--- src/rtl/div_pkg.sv ---
// Shared constants, FSM state type and magnitude helper for the shared divider.
package div_pkg;

    localparam int          DIV_W     = 16;
    localparam logic [15:0] Q_POS_SAT = 16'h7FFF;
    localparam logic [15:0] Q_NEG_SAT = 16'h8000;

    typedef enum logic [1:0] {
        IDLE = 2'd0,
        DIV  = 2'd1,
        FIX  = 2'd2,
        DONE = 2'd3
    } div_state_t;

    // |0x8000| stays 0x8000, which the unsigned core handles correctly.
    function automatic logic [DIV_W-1:0] mag(input logic [DIV_W-1:0] x);
        return x[DIV_W-1] ? (~x + 16'd1) : x;
    endfunction

endpackage

--- src/rtl/udiv_iter.sv ---
// Unsigned restoring divider core: one quotient bit per step, 16 steps per load.
module udiv_iter
    import div_pkg::*;
(
    input  logic             clk_i,
    input  logic             rst_i,
    input  logic             load_i,
    input  logic             step_i,
    input  logic [DIV_W-1:0] dividend_i,
    input  logic [DIV_W-1:0] divisor_i,
    output logic             done_o,
    output logic [DIV_W-1:0] quo_o,
    output logic [DIV_W-1:0] rem_o
);

    logic [DIV_W-1:0] rem_q, rem_d;
    logic [DIV_W-1:0] dvd_q, dvd_d;
    logic [DIV_W-1:0] dvs_q, dvs_d;
    logic [DIV_W-1:0] quo_q, quo_d;
    logic [3:0]       cnt_q, cnt_d;
    logic [DIV_W:0]   trial;
    logic [DIV_W:0]   diff;

    // Partial remainder is kept below the divisor, so 17 bits hold the shifted value.
    assign trial = {rem_q, dvd_q[DIV_W-1]};
    assign diff  = trial - {1'b0, dvs_q};

    always_comb begin
        rem_d = rem_q;
        dvd_d = dvd_q;
        dvs_d = dvs_q;
        quo_d = quo_q;
        cnt_d = cnt_q;
        if (load_i) begin
            rem_d = '0;
            dvd_d = dividend_i;
            dvs_d = divisor_i;
            quo_d = '0;
            cnt_d = 4'd15;
        end else if (step_i) begin
            dvd_d = {dvd_q[DIV_W-2:0], 1'b0};
            if (trial >= {1'b0, dvs_q}) begin
                rem_d = diff[DIV_W-1:0];
                quo_d = {quo_q[DIV_W-2:0], 1'b1};
            end else begin
                rem_d = trial[DIV_W-1:0];
                quo_d = {quo_q[DIV_W-2:0], 1'b0};
            end
            if (cnt_q != 4'd0) begin
                cnt_d = cnt_q - 4'd1;
            end
        end
    end

    always_ff @(posedge clk_i or posedge rst_i) begin
        if (rst_i) begin
            rem_q <= '0;
            dvd_q <= '0;
            dvs_q <= '0;
            quo_q <= '0;
            cnt_q <= '0;
        end else begin
            rem_q <= rem_d;
            dvd_q <= dvd_d;
            dvs_q <= dvs_d;
            quo_q <= quo_d;
            cnt_q <= cnt_d;
        end
    end

    assign done_o = (cnt_q == 4'd0);
    assign quo_o  = quo_q;
    assign rem_o  = rem_q;

endmodule

--- src/rtl/div_arbiter.sv ---
// Round-robin arbiter sharing one signed 16-bit iterative divider among NREQ requesters.
// Handshake: REQ[i] rises with operands valid; ACK[i] rises with Q/R/FDBZ valid; ACK falls one edge after REQ[i] is seen low.
module div_arbiter
    import div_pkg::*;
#(
    parameter int NREQ = 4,
    parameter int W    = DIV_W
) (
    input  logic            CLK,
    input  logic            RST,
    input  logic [NREQ-1:0] REQ,
    input  logic [NREQ*W-1:0] A,
    input  logic [NREQ*W-1:0] D,
    output logic [NREQ-1:0] ACK,
    output logic [W-1:0]    Q,
    output logic [W-1:0]    R,
    output logic            FDBZ,
    output logic            BUSY,
    output div_state_t      DBG_STATE
);

    localparam int             IW     = (NREQ > 1) ? $clog2(NREQ) : 1;
    localparam logic [IW:0]    NREQ_W = (IW+1)'(NREQ);
    localparam logic [IW-1:0]  LAST   = IW'(NREQ - 1);

    div_state_t       state_q, state_d;
    logic [IW-1:0]    ptr_q, ptr_d;
    logic [IW-1:0]    gnt_q, gnt_d;
    logic             neg_q, neg_d;
    logic             sa_q, sa_d;
    logic             dbz_q, dbz_d;
    logic [NREQ-1:0]  ack_q, ack_d;
    logic [W-1:0]     q_q, q_d;
    logic [W-1:0]     r_q, r_d;
    logic             fdbz_q, fdbz_d;

    logic [W-1:0]     a_lane [NREQ];
    logic [W-1:0]     d_lane [NREQ];
    logic             found;
    logic [IW-1:0]    pick;
    logic [IW:0]      sum;
    logic             load, step, core_done;
    logic [W-1:0]     core_quo, core_rem;

    for (genvar i = 0; i < NREQ; i++) begin : g_lane
        assign a_lane[i] = A[i*W +: W];
        assign d_lane[i] = D[i*W +: W];
    end

    // Scan from the farthest offset back to ptr so the nearest requester wins.
    always_comb begin
        found = 1'b0;
        pick  = ptr_q;
        sum   = '0;
        for (int k = NREQ - 1; k >= 0; k--) begin
            sum = {1'b0, ptr_q} + (IW+1)'(k);
            if (sum >= NREQ_W) begin
                sum = sum - NREQ_W;
            end
            if (REQ[sum[IW-1:0]]) begin
                found = 1'b1;
                pick  = sum[IW-1:0];
            end
        end
    end

    always_comb begin
        state_d = state_q;
        ptr_d   = ptr_q;
        gnt_d   = gnt_q;
        neg_d   = neg_q;
        sa_d    = sa_q;
        dbz_d   = dbz_q;
        ack_d   = ack_q;
        q_d     = q_q;
        r_d     = r_q;
        fdbz_d  = fdbz_q;
        load    = 1'b0;
        step    = 1'b0;
        case (state_q)
            IDLE: begin
                if (found) begin
                    gnt_d   = pick;
                    sa_d    = a_lane[pick][W-1];
                    neg_d   = a_lane[pick][W-1] ^ d_lane[pick][W-1];
                    dbz_d   = (d_lane[pick] == '0);
                    load    = 1'b1;
                    state_d = (d_lane[pick] == '0) ? FIX : DIV;
                end
            end
            DIV: begin
                step = 1'b1;
                if (core_done) begin
                    state_d = FIX;
                end
            end
            FIX: begin
                if (dbz_q) begin
                    q_d    = sa_q ? Q_NEG_SAT : Q_POS_SAT;
                    r_d    = '0;
                    fdbz_d = 1'b1;
                end else begin
                    q_d    = neg_q ? (~core_quo + 16'd1) : core_quo;
                    r_d    = sa_q ? (~core_rem + 16'd1) : core_rem;
                    fdbz_d = 1'b0;
                end
                ack_d        = '0;
                ack_d[gnt_q] = 1'b1;
                state_d      = DONE;
            end
            DONE: begin
                if (!REQ[gnt_q]) begin
                    ack_d   = '0;
                    ptr_d   = (gnt_q == LAST) ? '0 : gnt_q + 1'b1;
                    state_d = IDLE;
                end
            end
            default: state_d = IDLE;
        endcase
    end

    always_ff @(posedge CLK or posedge RST) begin
        if (RST) begin
            state_q <= IDLE;
            ptr_q   <= '0;
            gnt_q   <= '0;
            neg_q   <= 1'b0;
            sa_q    <= 1'b0;
            dbz_q   <= 1'b0;
            ack_q   <= '0;
            q_q     <= '0;
            r_q     <= '0;
            fdbz_q  <= 1'b0;
        end else begin
            state_q <= state_d;
            ptr_q   <= ptr_d;
            gnt_q   <= gnt_d;
            neg_q   <= neg_d;
            sa_q    <= sa_d;
            dbz_q   <= dbz_d;
            ack_q   <= ack_d;
            q_q     <= q_d;
            r_q     <= r_d;
            fdbz_q  <= fdbz_d;
        end
    end

    udiv_iter u_core (
        .clk_i      (CLK),
        .rst_i      (RST),
        .load_i     (load),
        .step_i     (step),
        .dividend_i (mag(a_lane[pick])),
        .divisor_i  (mag(d_lane[pick])),
        .done_o     (core_done),
        .quo_o      (core_quo),
        .rem_o      (core_rem)
    );

    assign ACK       = ack_q;
    assign Q         = q_q;
    assign R         = r_q;
    assign FDBZ      = fdbz_q;
    assign BUSY      = (state_q != IDLE);
    assign DBG_STATE = state_q;

endmodule
--- config.mk ---
export PLATFORM = sky130hd
export DESIGN_NAME = div_arbiter
export DESIGN_NICKNAME = d
export VERILOG_FILES = /design/src/rtl/div_pkg.sv /design/src/rtl/udiv_iter.sv /design/src/rtl/div_arbiter.sv
export SDC_FILE = /design/constraint.sdc
export NUM_CORES = 1
export LEC_CHECK = 0
export ABC_AREA = 1
export CAP_MARGIN = 20
export CORE_AREA = 2 2 135 137
export DETAILED_ROUTE_END_ITERATION = 16
export DIE_AREA = 0 0 137 139
export DONT_BUFFER_PORTS = 1
export GPL_TIMING_DRIVEN = 0
export SKIP_LAST_GASP = 1
export SLEW_MARGIN = 40
export SYNTH_ARGS = -nofsm -noshare
export SYNTH_HDL_FRONTEND = slang
export SYNTH_SLANG_ARGS = --single-unit
--- constraint.sdc ---
create_clock -name CLK -period 5.7 [get_ports CLK]
set_input_delay 1.425 -clock CLK [delete_from_list [all_inputs] [get_ports CLK]]
set_output_delay 1.425 -clock CLK [all_outputs]
set_load 0.03 [all_outputs]
==> metrics.csv <==
metric;value;unit
status;complete, no violations;
avgRoutedWirePerCell;16.42;um
die_area;0.01904;sq mm
crit_arrival;3.77;ns
row_count;49;
ff2ff_path_depth;8;
r2r-start;DBG_STATE[0];
ys_ff_latch;114;
holdPathStages;2;
cts.clk_slew.worst_paths;0.05;ns
grt_pass1_vias;7817;
route.met2.wl;11870;um
postSynthNetCount;1421;
dr.first_iter.drc_count;492;
crit_start;REQ[1];
first_pass_iters;6;
ys_seq_area_share;32.97;%
placement.io_buffers;0;
synth_cell_types;50;
layout_commonest_cell;nand2_1;
start_util;49.01;%
drive_above_1_share;9.465;%
gp_congestion;0.9141;
die_y;139;um
cp-endpoint;u_core.dvs_q[14];
grt_overflow_total;0;
wl;24930;um
cts_setup_buffers;0;
io_pins;174;
ant_nets;0;
drc;0;
vias;8221;
critical_path_class;input pin to register;
core_area;0.01766;sq mm
report.final.slew_viol_count;0;
final_hold_viol_count;0;
startpoint_type;input pin;
synth_area_per_cell;6.890;sq um
tns;0;ns
critPathMaxStageDelay;0.25;ns
ys.flop_type;dfrtp_1;
clk_latency;0.42;ns
cts_buffer_depth;2;
cts_root_buffer;clkbuf_16;
grt.total_usage;26.54;%
highest_layer;met4;
synth-async-reset-ratio;100.0;%
endpoint_kind;register;
die_w;137;um
cp_cell_sequence;inv_1, nand2_1, nand3_1, nand2_1, inv_2, nand4_2, nand2_4, buf_2, nand2_1, nand3_1, nand2_1, inv_1, ha_1, nand2_1, nor2_2, nand2_1, nand2_1, nand3_1, nand3_1, nand2_1;
antenna_cells;0;
clock_sinks;114;
vias_per_cell;5.416;
critPathBufInv;4;
post-route-min-period;3.461;ns
cts_buffers;17;
setup_viol;0;
worst_pin_slew;0.8263;ns
met1Wirelength;11200;um
dr_wl_met3;1331;um
path_max_fanout;10;
hold_path_class;register to register;
fin_worst_skew;0.009257;ns
htree_levels;4;
r2r-end;u_core.quo_o[14];
dp_hpwl;19820;um
rsz0062_at_grt;false;
synth_edf_count;0;
grt_max_degree;71;
drv_cap;0;
ctsResizeCount;0;
slowest_stage;buf_2;
rrSetupSlack;2.66;ns
synthCells;1256;
max_freq;288.9;MHz
critPathRequiredTime;6.01;ns
path_common_cell;nand2_1;
antenna_found_initial;0;
relSlewSlack;44.71;%
cts_hold_buffers;0;
finalNetCount;1441;
syn_to_final_growth;10.80;%
grt_pass1_wl;39990;um
min_period_over_period;60.72;%
critPathTopFamily;simple AND/OR/NAND/NOR gates;
ys_warn_count;0;
synth_area;0.008653;sq mm
final_cell_mix;352 x nand2_1, 173 x nand3_1, 137 x inv_1;
path_depth;20;
cts_tree;built;
[cells in the mapped netlist (2+ instances only)]
master    number  area, sq um
nand4_1        4        25.02
o211ai_1      25        187.7
o21ai_2        3        26.28
nand3b_1      16        120.1
inv_1        138        518.0
a21oi_1       39        195.2
nor4_1         3        18.77
xor2_1        18        157.7
buf_4          5        37.54
nor3_1        19        95.09
a31oi_1        2        12.51
o22ai_1       25        156.4
o311ai_0       4        35.03
nor2_4         2        22.52
buf_2         13        65.06
clkbuf_1      26        97.59
nand3_2        9        90.09
buf_6         13        146.4
nand2_2       20        125.1
o21ai_1       14        70.07
a32o_1         4        40.04
inv_2          7        26.28
xnor2_1        8        70.07
o31ai_1        4        30.03
o21bai_1       3        22.52
nand4_2        2        25.02
ha_1          30        375.4
nor2_1        64        240.2
nor2_2         6        37.54
o21ai_0       72        360.4
nand3_1      173        865.8
nand2_1      352         1321
or2_2          3        18.77
dfrtp_1      114         2853
[cell type report]
cell class	count	area [sq um]
Buffer	57	346.6
Clock buffer	20	456.7
Clock inverter	12	156.4
Fill cell	1788	8069
Inverter	147	561.8
Multi-Input combinational cell	938	4900
Sequential cell	114	2853
Tap cell	229	286.5
Timing Repair Buffer	1	27.53
[through the flow]
| stage | worst slack [ns] | cells | hold slack [ns] | util, % | cell area, sq um |
|---|---|---|---|---|---|
| 3_3_place_gp | 0.02319 | 1485 | 0.4649 | 50.63 | 8940 |
| 5_1_grt | 1.908 | 1518 | 0.5125 | 54.30 | 9588 |
| 2_1_floorplan | 1.259 | 1256 | 0.4491 | - | 8653 |
| 4_1_cts | 2.237 | 1518 | 0.4831 | 54.30 | 9588 |
| 3_5_place_dp | 1.821 | 1486 | 0.4683 | 50.83 | 8975 |
| 6_report | 2.239 | 1518 | 0.4758 | 54.30 | 9588 |
[sequential cells by signal (all words and copies together), names as in the netlist]
name,count
u_core.cnt_q,4
Q,16
R,16
dbz_q,1
u_core.dvd_q,16
gnt_q,2
DBG_STATE,2
FDBZ,1
ACK,4
neg_q,1
u_core.rem_o,16
u_core.dvs_q,16
u_core.quo_o,16
sa_q,1
ptr_q,2
[tightest hold or removal path, cell delays in order, from the launching register on]
cell     delay (ns)
dfrtp_1        0.34
nand2_1        0.05
nand2_1        0.05
[per-layer routing]
layer / vias up / GRT usage [%]
li1: 4207 / -
met1: 3709 / 34.42
met2: 271 / 44.51
met3: 34 / 4.971
met4: 0 / 8.193
met5: - / 0
[how the worst min path moves through the flow]
stage / slack, ns / startpoint / to
global route: 0.51 / u_core.dvs_q[15] / u_core.dvs_q[15]
global placement: 0.46 / u_core.dvs_q[8] / u_core.dvs_q[8]
floorplan: 0.45 / u_core.dvs_q[11] / u_core.dvs_q[11]
CTS: 0.48 / u_core.dvs_q[9] / u_core.dvs_q[9]
detailed placement: 0.47 / u_core.dvs_q[9] / u_core.dvs_q[9]
finish: 0.48 / u_core.dvs_q[9] / u_core.dvs_q[9]
[cell families after synthesis]
group	share of synthesized area, %
and+or+nand+nor	34.95
AOI/OAI and AO/OA	14.23
buffers and inverters	10.41
DFF	32.97
adders and majority gates	4.569
xor gates and xnor gates	2.632
muxes	0.2458
Power is left out: the tool's default activity adds up to more than one toggle a clock period on the data nets, which glitch-free logic cannot reach.
